<file path="src/rtl/nn_pkg.sv">
// -----------------------------------------------------------------------------
// nn_pkg
// Shared definitions for the neural-network datapath blocks.
//   FP32_W         : IEEE-754 single-precision word width
//   FP32_SIGN_BIT  : bit index of the sign in an FP32 word
//   seq_state_e    : layer sequencer FSM states
//   fp32_is_zero() : true for +0.0 and -0.0 (all bits except the sign clear)
// -----------------------------------------------------------------------------
package nn_pkg;

    localparam int FP32_W        = 32;
    localparam int FP32_SIGN_BIT = 31;

    typedef enum logic [1:0] {
        IDLE  = 2'd0,
        ISSUE = 2'd1,
        DRAIN = 2'd2,
        DONE  = 2'd3
    } seq_state_e;

    // Both signed zeroes are treated as zero, so the sign bit is masked off
    // before the compare.
    function automatic logic fp32_is_zero(input logic [FP32_W-1:0] value);
        logic [FP32_W-1:0] magnitude;
        magnitude                = value;
        magnitude[FP32_SIGN_BIT] = 1'b0;
        return (magnitude == '0);
    endfunction

endpackage : nn_pkg

</file>
<file path="src/rtl/relu_layer_sequencer.sv">
// -----------------------------------------------------------------------------
// relu_layer_sequencer
// Streams one layer of pre-activation sums from the accumulator RAM through
// the external `relu` unit and writes the results, in order, into the
// activation buffer of the next layer. Also counts results equal to zero.
//
// Ports
//   clock        in   system clock, rising edge
//   reset        in   synchronous, active-high reset
//   start        in   single-cycle request to process one layer
//   sum_rd_addr  out  accumulator RAM read address (data returns 1 cycle later)
//   sum_rd_data  in   accumulator RAM read data
//   relu_in      out  registered operand to `relu`
//   relu_valid   out  registered operand valid
//   relu_out     in   `relu` result
//   relu_done    in   `relu` result valid, 1 cycle after relu_valid
//   act_wr_en    out  activation buffer write strobe (registered)
//   act_wr_addr  out  activation buffer write address
//   act_wr_data  out  activation value
//   busy         out  high from start acceptance through the layer_done cycle
//   layer_done   out  one-cycle pulse after the last result is written
//   zero_count   out  number of zero results in the current/last layer
//
// Pipeline (start sampled at edge 0, element k):
//   cycle k+1  sum_rd_addr = k, read-valid flop set on the following edge
//   cycle k+2  sum_rd_data valid
//   cycle k+3  relu_in / relu_valid
//   cycle k+4  relu_done / relu_out
//   cycle k+5  act_wr_en / act_wr_addr / act_wr_data
// -----------------------------------------------------------------------------
module relu_layer_sequencer
    import nn_pkg::*;
#(
    parameter int NUM_NEURONS = 64,
    parameter int DATA_W      = FP32_W,
    parameter int ADDR_W      = 6
) (
    input  logic              clock,
    input  logic              reset,
    input  logic              start,

    output logic [ADDR_W-1:0] sum_rd_addr,
    input  logic [DATA_W-1:0] sum_rd_data,

    output logic [DATA_W-1:0] relu_in,
    output logic              relu_valid,
    input  logic [DATA_W-1:0] relu_out,
    input  logic              relu_done,

    output logic              act_wr_en,
    output logic [ADDR_W-1:0] act_wr_addr,
    output logic [DATA_W-1:0] act_wr_data,

    output logic              busy,
    output logic              layer_done,
    output logic [ADDR_W:0]   zero_count
);

    // Address of the final element and the write count that completes a layer.
    localparam logic [ADDR_W-1:0] LAST_ADDR = ADDR_W'(NUM_NEURONS - 1);
    localparam logic [ADDR_W:0]   LAYER_CNT = (ADDR_W + 1)'(NUM_NEURONS);
    localparam logic [ADDR_W-1:0] ADDR_ONE  = ADDR_W'(1);
    localparam logic [ADDR_W:0]   CNT_ONE   = (ADDR_W + 1)'(1);

    // -------------------------------------------------------------------------
    // State
    // -------------------------------------------------------------------------
    seq_state_e        state_q,       state_d;
    logic [ADDR_W-1:0] rd_ptr_q,      rd_ptr_d;
    logic              rd_valid_q,    rd_valid_d;
    logic [DATA_W-1:0] relu_in_q,     relu_in_d;
    logic              relu_valid_q,  relu_valid_d;
    logic              act_wr_en_q,   act_wr_en_d;
    logic [ADDR_W-1:0] act_wr_addr_q, act_wr_addr_d;
    logic [DATA_W-1:0] act_wr_data_q, act_wr_data_d;
    logic [ADDR_W:0]   wr_cnt_q,      wr_cnt_d;
    logic [ADDR_W:0]   zero_count_q,  zero_count_d;

    // Results are only accepted while a layer is in flight; a stray relu_done
    // in IDLE or DONE must not write the buffer or touch the zero count.
    logic accept_result;

    assign accept_result = relu_done && ((state_q == ISSUE) || (state_q == DRAIN));

    // -------------------------------------------------------------------------
    // Next-state logic
    // -------------------------------------------------------------------------
    always_comb begin
        // NOTE: every variable gets a default at the top of the block so no
        // path through the case statement can leave it unassigned (no latch).
        state_d       = state_q;
        rd_ptr_d      = rd_ptr_q;
        rd_valid_d    = 1'b0;
        relu_in_d     = relu_in_q;
        relu_valid_d  = rd_valid_q;
        act_wr_en_d   = 1'b0;
        act_wr_addr_d = act_wr_addr_q;
        act_wr_data_d = act_wr_data_q;
        wr_cnt_d      = wr_cnt_q;
        zero_count_d  = zero_count_q;

        // Operand register only loads on a valid read, so it holds its last
        // value while relu_valid is low.
        if (rd_valid_q) begin
            relu_in_d = sum_rd_data;
        end

        unique case (state_q)
            IDLE: begin
                if (start) begin
                    state_d      = ISSUE;
                    rd_ptr_d     = '0;
                    wr_cnt_d     = '0;
                    zero_count_d = '0;
                end
            end

            ISSUE: begin
                // One read per cycle; the read-valid flop tags the address
                // presented in this cycle.
                rd_valid_d = 1'b1;
                rd_ptr_d   = rd_ptr_q + ADDR_ONE;
                if (rd_ptr_q == LAST_ADDR) begin
                    state_d = DRAIN;
                end
            end

            DRAIN: begin
                // wr_cnt_q already reflects the final write edge here.
                if (wr_cnt_q == LAYER_CNT) begin
                    state_d = DONE;
                end
            end

            DONE: begin
                // start is ignored in this cycle; IDLE accepts it next cycle.
                state_d = IDLE;
            end

            default: begin
                state_d = IDLE;
            end
        endcase

        // Results arrive in issue order with no gaps, so the running write
        // count is the destination address.
        if (accept_result) begin
            act_wr_en_d   = 1'b1;
            act_wr_addr_d = wr_cnt_q[ADDR_W-1:0];
            act_wr_data_d = relu_out;
            wr_cnt_d      = wr_cnt_q + CNT_ONE;
            if (fp32_is_zero(relu_out)) begin
                zero_count_d = zero_count_q + CNT_ONE;
            end
        end
    end

    // -------------------------------------------------------------------------
    // Registers
    // -------------------------------------------------------------------------
    // NOTE: sequential state uses non-blocking assignments so every flop
    // samples its _d value from before the edge, independent of statement order.
    always_ff @(posedge clock) begin
        if (reset) begin
            state_q       <= IDLE;
            rd_ptr_q      <= '0;
            rd_valid_q    <= 1'b0;
            relu_in_q     <= '0;
            relu_valid_q  <= 1'b0;
            act_wr_en_q   <= 1'b0;
            act_wr_addr_q <= '0;
            act_wr_data_q <= '0;
            wr_cnt_q      <= '0;
            zero_count_q  <= '0;
        end else begin
            state_q       <= state_d;
            rd_ptr_q      <= rd_ptr_d;
            rd_valid_q    <= rd_valid_d;
            relu_in_q     <= relu_in_d;
            relu_valid_q  <= relu_valid_d;
            act_wr_en_q   <= act_wr_en_d;
            act_wr_addr_q <= act_wr_addr_d;
            act_wr_data_q <= act_wr_data_d;
            wr_cnt_q      <= wr_cnt_d;
            zero_count_q  <= zero_count_d;
        end
    end

    // -------------------------------------------------------------------------
    // Outputs
    // -------------------------------------------------------------------------
    // The address is forced to 0 outside ISSUE so the RAM sees a quiet bus
    // between layers.
    assign sum_rd_addr = (state_q == ISSUE) ? rd_ptr_q : '0;
    assign relu_in     = relu_in_q;
    assign relu_valid  = relu_valid_q;
    assign act_wr_en   = act_wr_en_q;
    assign act_wr_addr = act_wr_addr_q;
    assign act_wr_data = act_wr_data_q;
    assign busy        = (state_q != IDLE);
    assign layer_done  = (state_q == DONE);
    assign zero_count  = zero_count_q;

endmodule : relu_layer_sequencer

</file>
<file path="config.mk">
export PLATFORM = sky130hd
export DESIGN_NAME = relu_layer_sequencer
export DESIGN_NICKNAME = d
export VERILOG_FILES = /design/src/rtl/nn_pkg.sv /design/src/rtl/relu_layer_sequencer.sv
export SDC_FILE = /design/constraint.sdc
export NUM_CORES = 1
export LEC_CHECK = 0
export CAP_MARGIN = 10
export CELL_PAD_IN_SITES_DETAIL_PLACEMENT = 0
export CELL_PAD_IN_SITES_GLOBAL_PLACEMENT = 2
export CORE_MARGIN = 2
export CORE_UTILIZATION = 35
export CTS_BUF_LIST = sky130_fd_sc_hd__clkbuf_16
export DETAILED_ROUTE_END_ITERATION = 7
export DONT_BUFFER_PORTS = 1
export HOLD_SLACK_MARGIN = 0.02
export PLACE_DENSITY = 0.75
export SLEW_MARGIN = 40
export SYNTH_ARGS = -nofsm -noshare
export SYNTH_HDL_FRONTEND = slang
export SYNTH_SLANG_ARGS = --single-unit
</file>
<file path="constraint.sdc">
create_clock -name clock -period 2.3 [get_ports clock]
set_clock_uncertainty 0.2 [all_clocks]
set_input_delay 0.69 -clock clock [delete_from_list [all_inputs] [get_ports clock]]
set_output_delay 0.69 -clock clock [all_outputs]
set_load 0.01 [all_outputs]
</file>
Yosys cells after proc, flatten, opt, wreduce, memory -nomap -nowiden --
Cells that the tools add are included. W data, S select, Z words.
Operators by class: $add $sub $neg 3, eq/ne operators 8, mux-type cells 16, reductions and logical operators 11
Operators with widths (number):
- $mux W7 | 7
- $logic_not A31 Y1 | 1
- $add A7 B1 Y7 const B | 2
- $mux W6 | 2
- $pmux W6 S2 | 1
- $pmux W2 S4 | 1
- $reduce_bool A2 Y1 | 4
- $eq A7 B7 Y1 const B | 1
- $add A6 B1 Y6 const B | 1
- $eq A6 B6 Y1 const B | 1
- $mux W2 | 3
- $eq A2 B2 Y1 const B | 2
- $ne A2 B1 Y1 const B | 2
- $reduce_and A2 Y1 | 2
- $reduce_and A3 Y1 | 1
- $eq A2 B1 Y1 const B | 1
- $logic_not A2 Y1 | 1
- $mux W1 | 2
- $ne A2 B2 Y1 const B | 1
- $logic_and A1 B1 Y1 | 1
- $logic_or A1 B1 Y1 | 1
Word-level totals: register bits after elaboration 95

Depth between registers and ports, before layout --
Gate-level depths: netlist (run 1).
depth in word-level cells 5, gate-level depth with buffers 7

Worst setup path after synthesis (run 1) --
Ideal clock, no wire load.
path type input port to flip-flop, from in relu_out[10], to reg zero_count_q[2], in the netlist zero_count[2], arrival 1.803 ns, data required time 2.021 ns, path slack 0.218 ns, stages on the path 4, path through nor4_2 nand3_2 or4_1 o211ai_1
On the way: word-level cells in the longest chain between the ends 3
Ends and longest elaborated chain:
- start: declaration | line relu_layer_sequencer.sv:47 | input logic [DATA_W-1:0] relu_out,
- $logic_not A31 Y1 | line nn_pkg.sv:27 | return (magnitude == '0);
- $mux W7 | line relu_layer_sequencer.sv:152 | if (fp32_is_zero(relu_out)) begin
- $mux W7 | line relu_layer_sequencer.sv:147 | if (accept_result) begin
- end signal: assignment | line relu_layer_sequencer.sv:185 | zero_count_q <= zero_count_d;
- end: declaration | line relu_layer_sequencer.sv:77 | logic [ADDR_W:0] zero_count_q, zero_count_d;
No other way between the ends. A chain may end at the register's enable or synchronous reset.

Worst setup path in the final report (run 1) --
from reg state_q[1], to out busy
On the way: word-level cells in the longest chain between the ends 1
Ends and longest elaborated chain:
- start: declaration | line relu_layer_sequencer.sv:68 | seq_state_e state_q, state_d;
- start signal: assignment | line relu_layer_sequencer.sv:176 | state_q <= state_d;
- $reduce_bool A2 Y1 | line relu_layer_sequencer.sv:200 | assign busy = (state_q != IDLE);
- end: declaration | line relu_layer_sequencer.sv:54 | output logic busy,
No other way between the ends.

==> key figures, run 1 <==
Cells and area
  – Share of cells above drive strength 1: 7.87%
  – Commonest cells after routing, fill and taps aside: dfxtp_1 (93), nand2_1 (89), nor2_1 (46), a21oi_1 (45), mux2i_1 (35)
  – Area growth syn-to-layout: 12.0%
  – Antenna diodes: 0
  – Leading cell type in the layout, fill and taps excluded: dfxtp_1
  – Final net count: slightly above 500

Yosys
  – Unique masters post-synth: 44
  – Avg Inst Size Synth: 8.81 um^2
  – Area contributors post-synth: dfxtp_1 (49%), mux2i_1 (9.0%), nand2_1 (8.5%)
  – EDFF count, synth: 0
  – Post-synth top flop: dfxtp_1
  – Register area share after synthesis: 48.6%
  – #FFs+latches synth: 95
  – Synth top area share: 48.6%
  – Post-synth ARST share: 0%
  – Syn Inst Count: 444
  – Syn_nets: 521
  – Yosys warns: 0
  – Area leader, netlist: dfxtp_1
  – Mapped Area: 0.00391 mm^2

Floorplanning
  – Io pins: 155
  – Chip height: 110 um
  – Starting density of the core: roughly 36%
  – Die area: 0.0120 mm^2
  – Core ar.: 0.0109 mm^2
  – Chip width: between 100 and 150 um
  – FP Rows: 38

Setup path
  – Req. time, crit path: 1.41 ns
  – Crit path DAT: 1.29 ns
  – Critical-path maximum fanout: 8
  – Crit start category: flop
  – Path type of the worst setup path: reg -> out
  – Worst Setup End Kind: output pin

CTS
  – Maximum buffer depth of the clock tree: 2
  – Post-CTS setup buffers: 0
  – H-tree level count: 3
  – Clock-pin slew on the worst setup and hold paths: 0.06 ns
  – Clk root buf: clkbuf_16
  – Num CTS Buffers: 9
  – CTS tree: built
  – Clock Latency Late Sink: 0.34 ns
  – Clk sinks: 95

Run
  – Max Cap Viol: 0

Routing
  – Routed len/inst: 15.2 um
  – DRT Pass-1 Iters: 4
  – Initial DRC Count: around 140
  – Total Wirelength: 8900 um
  – Detail Route Antenna Nets: 0
  – DR DRC count: 0
  – Vias: 2986
  – Vias/cell: 5.10

Global route
  – Vias in the first global route: 2746
  – Pin count of the biggest net entering global routing: 94
  – First-pass GRT wire length: 13400 um
  – GRT Util Overall: 14.5%
  – Initial antenna violation count: 0
  – Gr ovfl total: 0

STA
  – RSZ-0062 raised after global routing: no
  – Relative slew slack: 66.5%
  – Hold WS: 0.222 ns
  – Fin crit period: 2.18 ns
  – Hold Vio Cnt, Final: 0
  – Fmax: 458 MHz
  – Fin. max-slew vios: 0
  – Worst setup margin: 0.117 ns
  – Period utilization: 94.9%
  – TNS Setup: 0 ns
  – Final setup viols: 0
  – Worst-Margin Slew: 0.502 ns

Placed design
  – Post-DP HPWL: 6320 um
  – PortBufs: 0
  – GPL Wtd Cong: 0.710
  – Place WS: 0.0138 ns

Hold path
  – Hold Crit Class: in -> reg

Power
  – Lkg Pwr: 1.52 nW
  – PwrDens: 1070 mW/mm^2
  – Worst vdd ir: 0.441 mV

Run status
  – Outcome: completed
-- worst max-delay path: stages (launching register included) --
cell	delay, ns
dfxtp_1	0.33
inv_1	0.15
ha_1	0.35
inv_1	0.13
-- worst paths after layout --
| check | start | endpoint | slack, ns | cells after the start |
|---|---|---|---|---|
| setup / recovery | state_q[1] | busy | 0.12 | 3 |
| hold / removal | reset | act_wr_data[16] | 0.22 | 1 |
| setup reg to reg | state_q[1] | zero_count[2] | 0.21 | 6 |
| hold reg to reg | rd_valid_q | relu_valid | 0.26 | 1 |
-- sequential cells by signal, indices dropped and copies added, names as in the netlist --
name and cells:
zero_count 7, rd_ptr_q 6, rd_valid_q 1, act_wr_data 32, act_wr_addr 6, wr_cnt_q 7
state_q 2, act_wr_en 1, relu_valid 1, relu_in 32
-- through the flow --
stage / area [um^2] / power, W / util [%] / cells
final: 4380 / 0.00469 / 40.2 / 585
after CTS: 4370 / 0.00477 / 40.1 / 585
after global routing: 4380 / 0.00501 / 40.2 / 585
after detailed placement: 4080 / 0.00331 / 37.5 / 569
after floorplan: 3910 / 0.00301 / - / 444
after global placement: 4080 / 0.00330 / 37.5 / 569
-- routing by layer --
layer | track usage [%] | vias up | share of wire, %
li1 | - | 1508 | -
met1 | 17.5 | 1350 | 44
met2 | 21.3 | 114 | 43
met3 | 7.05 | 14 | 12
met4 | 7.05 | 0 | 1.8
met5 | 0 | - | 0
-- timing repair --
action	in CTS	in global routing
endpoints found under the setup margin	6	6
hold buffers	0	0
pin swaps	0	0
gates resized for setup	1	3
hold endpoints to repair	0	0
-- logic make-up after synthesis --
group / Yosys count / synth area share, %
AO/OA/AOI/OAI: 80 / 12.1
XOR/XNOR: 1 / 0.224
adder cells (fa/ha/maj): 9 / 2.88
buffers and inverters: 35 / 3.45
flip-flops: 95 / 48.6
multiplexers: 35 / 8.95
AND/OR/NAND/NOR: 189 / 23.8
-- layout make-up --
class                           count  area (um^2)
Fill cell                        1136         6510
Sequential cell                    95         1900
Multi-Input combinational cell    314         1890
Clock buffer                        9          225
Tap cell                          140          175
Timing Repair Buffer               11         98.8
Clock inverter                      7         55.1
Inverter                            9         33.8
-- where the power goes --
group	leakage, nW	total [W]	switching (W)	internal (W)
logic	0.601	0.00112	0.000668	0.000453
registers	0.772	0.00215	0.000264	0.00189
clock network	0.143	0.00142	0.000595	0.000823
total	1.52	0.00469	0.00153	0.00317
-- Yosys cell counts, types with 6 or more instances --
library cell,instances
clkbuf_1,17
mux2i_1,35
and2_1,11
o21ai_0,11
nor3_1,6
buf_1,6
inv_1,9
a21oi_1,45
dfxtp_1,95
nand2_1,89
ha_1,9
nor2_1,46
nand3_1,6
Power figures use the tool's default switching activity.
==> run 2, diff against run 1 <==
CTS_CLUSTER_SIZE = 8   (was unset)
clock period = 2.2 ns   (was 2.3 ns; I/O delays follow)
==> run 2 against run 1 <==
Via count is 0.74% higher. Total power is 4.6% higher. Clock power is 4% higher. Die area stayed put. Worst hold slack worse by 0.033 ns. Core utilization is 0.15 points higher. Flip-flop and latch count stayed put. Sequential power is 4% higher. First-iteration DRC count is 14% higher. Clock-buffer cell count stayed put. Critical path type unchanged. Largest cell class unchanged. Highest routed layer unchanged.
==> key figures, run 2 (synthesis gave the netlist of run 1 again) <==
Run status
  – Outcome: completed

STA
  – Final setup viols: 0
  – Fin crit period: between 2 and 2.5 ns
  – Worst-Margin Slew: 0.491 ns
  – Relative slew slack: 67.2%
  – Fin. max-slew vios: 0
  – Hold Vio Cnt, Final: 0
  – Hold WS: approximately 0.19 ns
  – TNS Setup: 0 ns
  – RSZ-0062 raised after global routing: yes
  – Period utilization: 98.1%
  – Fmax: 463 MHz

Cells and area
  – Antenna diodes: 0
  – Layout filler cell count: 1131
  – Design Area, Final: 0.00440 mm^2
  – Commonest cells after routing, fill and taps aside: dfxtp_1 (94), nand2_1 (89), nor2_1 (46), a21oi_1 (45), mux2i_1 (35)
  – Share of cells above drive strength 1: 8.71%
  – Leading cell type in the layout, fill and taps excluded: dfxtp_1
  – Final net count: 520
  – Finished Core Util: 40.4%
  – Area growth syn-to-layout: 12.4%

Routing
  – Total Wirelength: 8910 um
  – Detail Route Antenna Nets: 0
  – Vias/cell: 5.12
  – DR DRC count: 0
  – Initial DRC Count: 162
  – DRT Pass-1 Iters: 4
  – Routed len/inst: 15.2 um
  – Vias: 3008

Global route
  – Met1 Usage GRT: 17.1%
  – Gr ovfl total: 0
  – Met2 Track Usage GR: 22.9%
  – Met3 usage: under 10%
  – GRT Util Overall: 14.9%
  – Initial antenna violation count: 0
  – Vias in the first global route: 2872
  – Pin count of the biggest net entering global routing: 94
  – GR peak layer: met2
  – First-pass GRT wire length: 13700 um

Power
  – Net Sw Power: approximately 0.0016 W
  – Pint: 0.00331 W
  – Worst vdd ir: about 0.42 mV
  – Lkg Pwr: 1.53 nW
  – PwrDens: around 1100 mW/mm^2
  – Clock Power Share: 30.2%
  – Switching Share: 32.6%
  – Sequential share of power: a little under half
  – Logic pwr share: 24.1%

Placed design
  – GPL Wtd Cong: 0.713
  – PortBufs: 0
  – Post-DP HPWL: ~6400 um
  – Area after DPL: 0.00411 mm^2

Floorplanning
  – Starting density of the core: 35.9%
  – Die area: 0.0120 mm^2
  – Core ar.: 0.0109 mm^2
  – Chip width: 110 um
  – Io pins: around 160
  – Chip height: roughly 110 um
  – FP Rows: 38

Setup path
  – WP depth: 3
  – Critical-path maximum fanout: 11
  – Reg2reg start: state_q[1]
  – CP delay by family, top: flip-flops
  – Crit start category: flop
  – CP max stage delay: 0.33 ns
  – Slowest library cell on the worst path: dfxtp_1
  – Worst path buffer plus inverter count: 1
  – Req. time, crit path: 1.34 ns
  – Crit path DAT: 1.30 ns
  – Cells along the critical path: inv_1, ha_2, and2_1
  – Worst setup path start: state_q[1]
  – Worst R2R Setup Slack: ~0.16 ns
  – Worst Setup End Kind: output pin
  – R2R depth: 6
  – Path type of the worst setup path: reg -> out

Hold path
  – WHS Path Cells: 1
  – Hold Crit Class: in -> reg
  – Worst hold start: reset

CTS
  – Post-cts hold buffer count: 0
  – Clk root buf: clkbuf_16
  – H-tree level count: 3
  – Clock-pin slew on the worst setup and hold paths: 0.06 ns
  – Clk sinks: 95
  – Post-CTS resize count: 1
  – Clock Latency Late Sink: 0.34 ns
  – Num CTS Buffers: 9
  – Maximum buffer depth of the clock tree: 2
  – Post-CTS setup buffers: 0
  – CTS tree: built

Run
  – Max Cap Viol: 0
-- run 2: worst reg2reg max path, delay by kind of cell (launching register included) --
kind	cells	cell delay, ns
AO/OA/AOI/OAI	1	0.18
adder cells (fa/ha/maj)	1	0.33
flip-flops	1	0.37
AND/OR/NAND/NOR	3	0.77
buffers and inverters	1	0.10
-- run 2: power groups by stage --
stage	sequential (W)	combinational, W	clock, W
2_1_floorplan	0.00223	0.000911	0
3_3_place_gp	0.00228	0.00117	0
3_5_place_dp	0.00228	0.00120	0
4_1_cts	0.00225	0.00120	0.00155
5_1_grt	0.00228	0.00137	0.00161
6_report	0.00224	0.00118	0.00148
-- run 2: per-layer routing --
| layer | wire (um) | vias to the layer above | share of wire (%) |
|---|---|---|---|
| met3 | 1060 | 9 | 12 |
| met4 | 148 | 0 | 1.7 |
| met1 | 3710 | 1364 | 42 |
| met2 | 3990 | 123 | 45 |
| met5 | 0 | - | 0 |
| li1 | - | 1512 | - |
-- run 2: path summary, 6_finish.rpt --
kind | to
hold reg to reg | relu_valid
hold / removal | act_wr_data[16]
setup / recovery | sum_rd_addr[3]
setup reg to reg | zero_count[2]
-- run 2: stage by stage --
step / setup WS [ns] / cells / total power [W]
floorplan: 0.148 / 444 / 0.00314
CTS: 0.0114 / 588 / 0.00500
finish: 0.0423 / 588 / 0.00491
global route: -0.0736 / 588 / 0.00526
global placement: 0.00959 / 572 / 0.00346
detailed placement: -0.0501 / 572 / 0.00348
-- run 2: cell type report --
| type | instances | area (um^2) | area share [%] |
|---|---|---|---|
| Timing Repair Buffer | 14 | 121 | 2.76 |
| Clock buffer | 9 | 225 | 5.12 |
| Tap cell | 140 | 175 | 3.98 |
| Multi-Input combinational cell | 314 | 1880 | 42.8 |
| Inverter | 9 | 33.8 | 0.768 |
| Clock inverter | 7 | 55.1 | 1.25 |
| Sequential cell | 95 | 1900 | 43.3 |
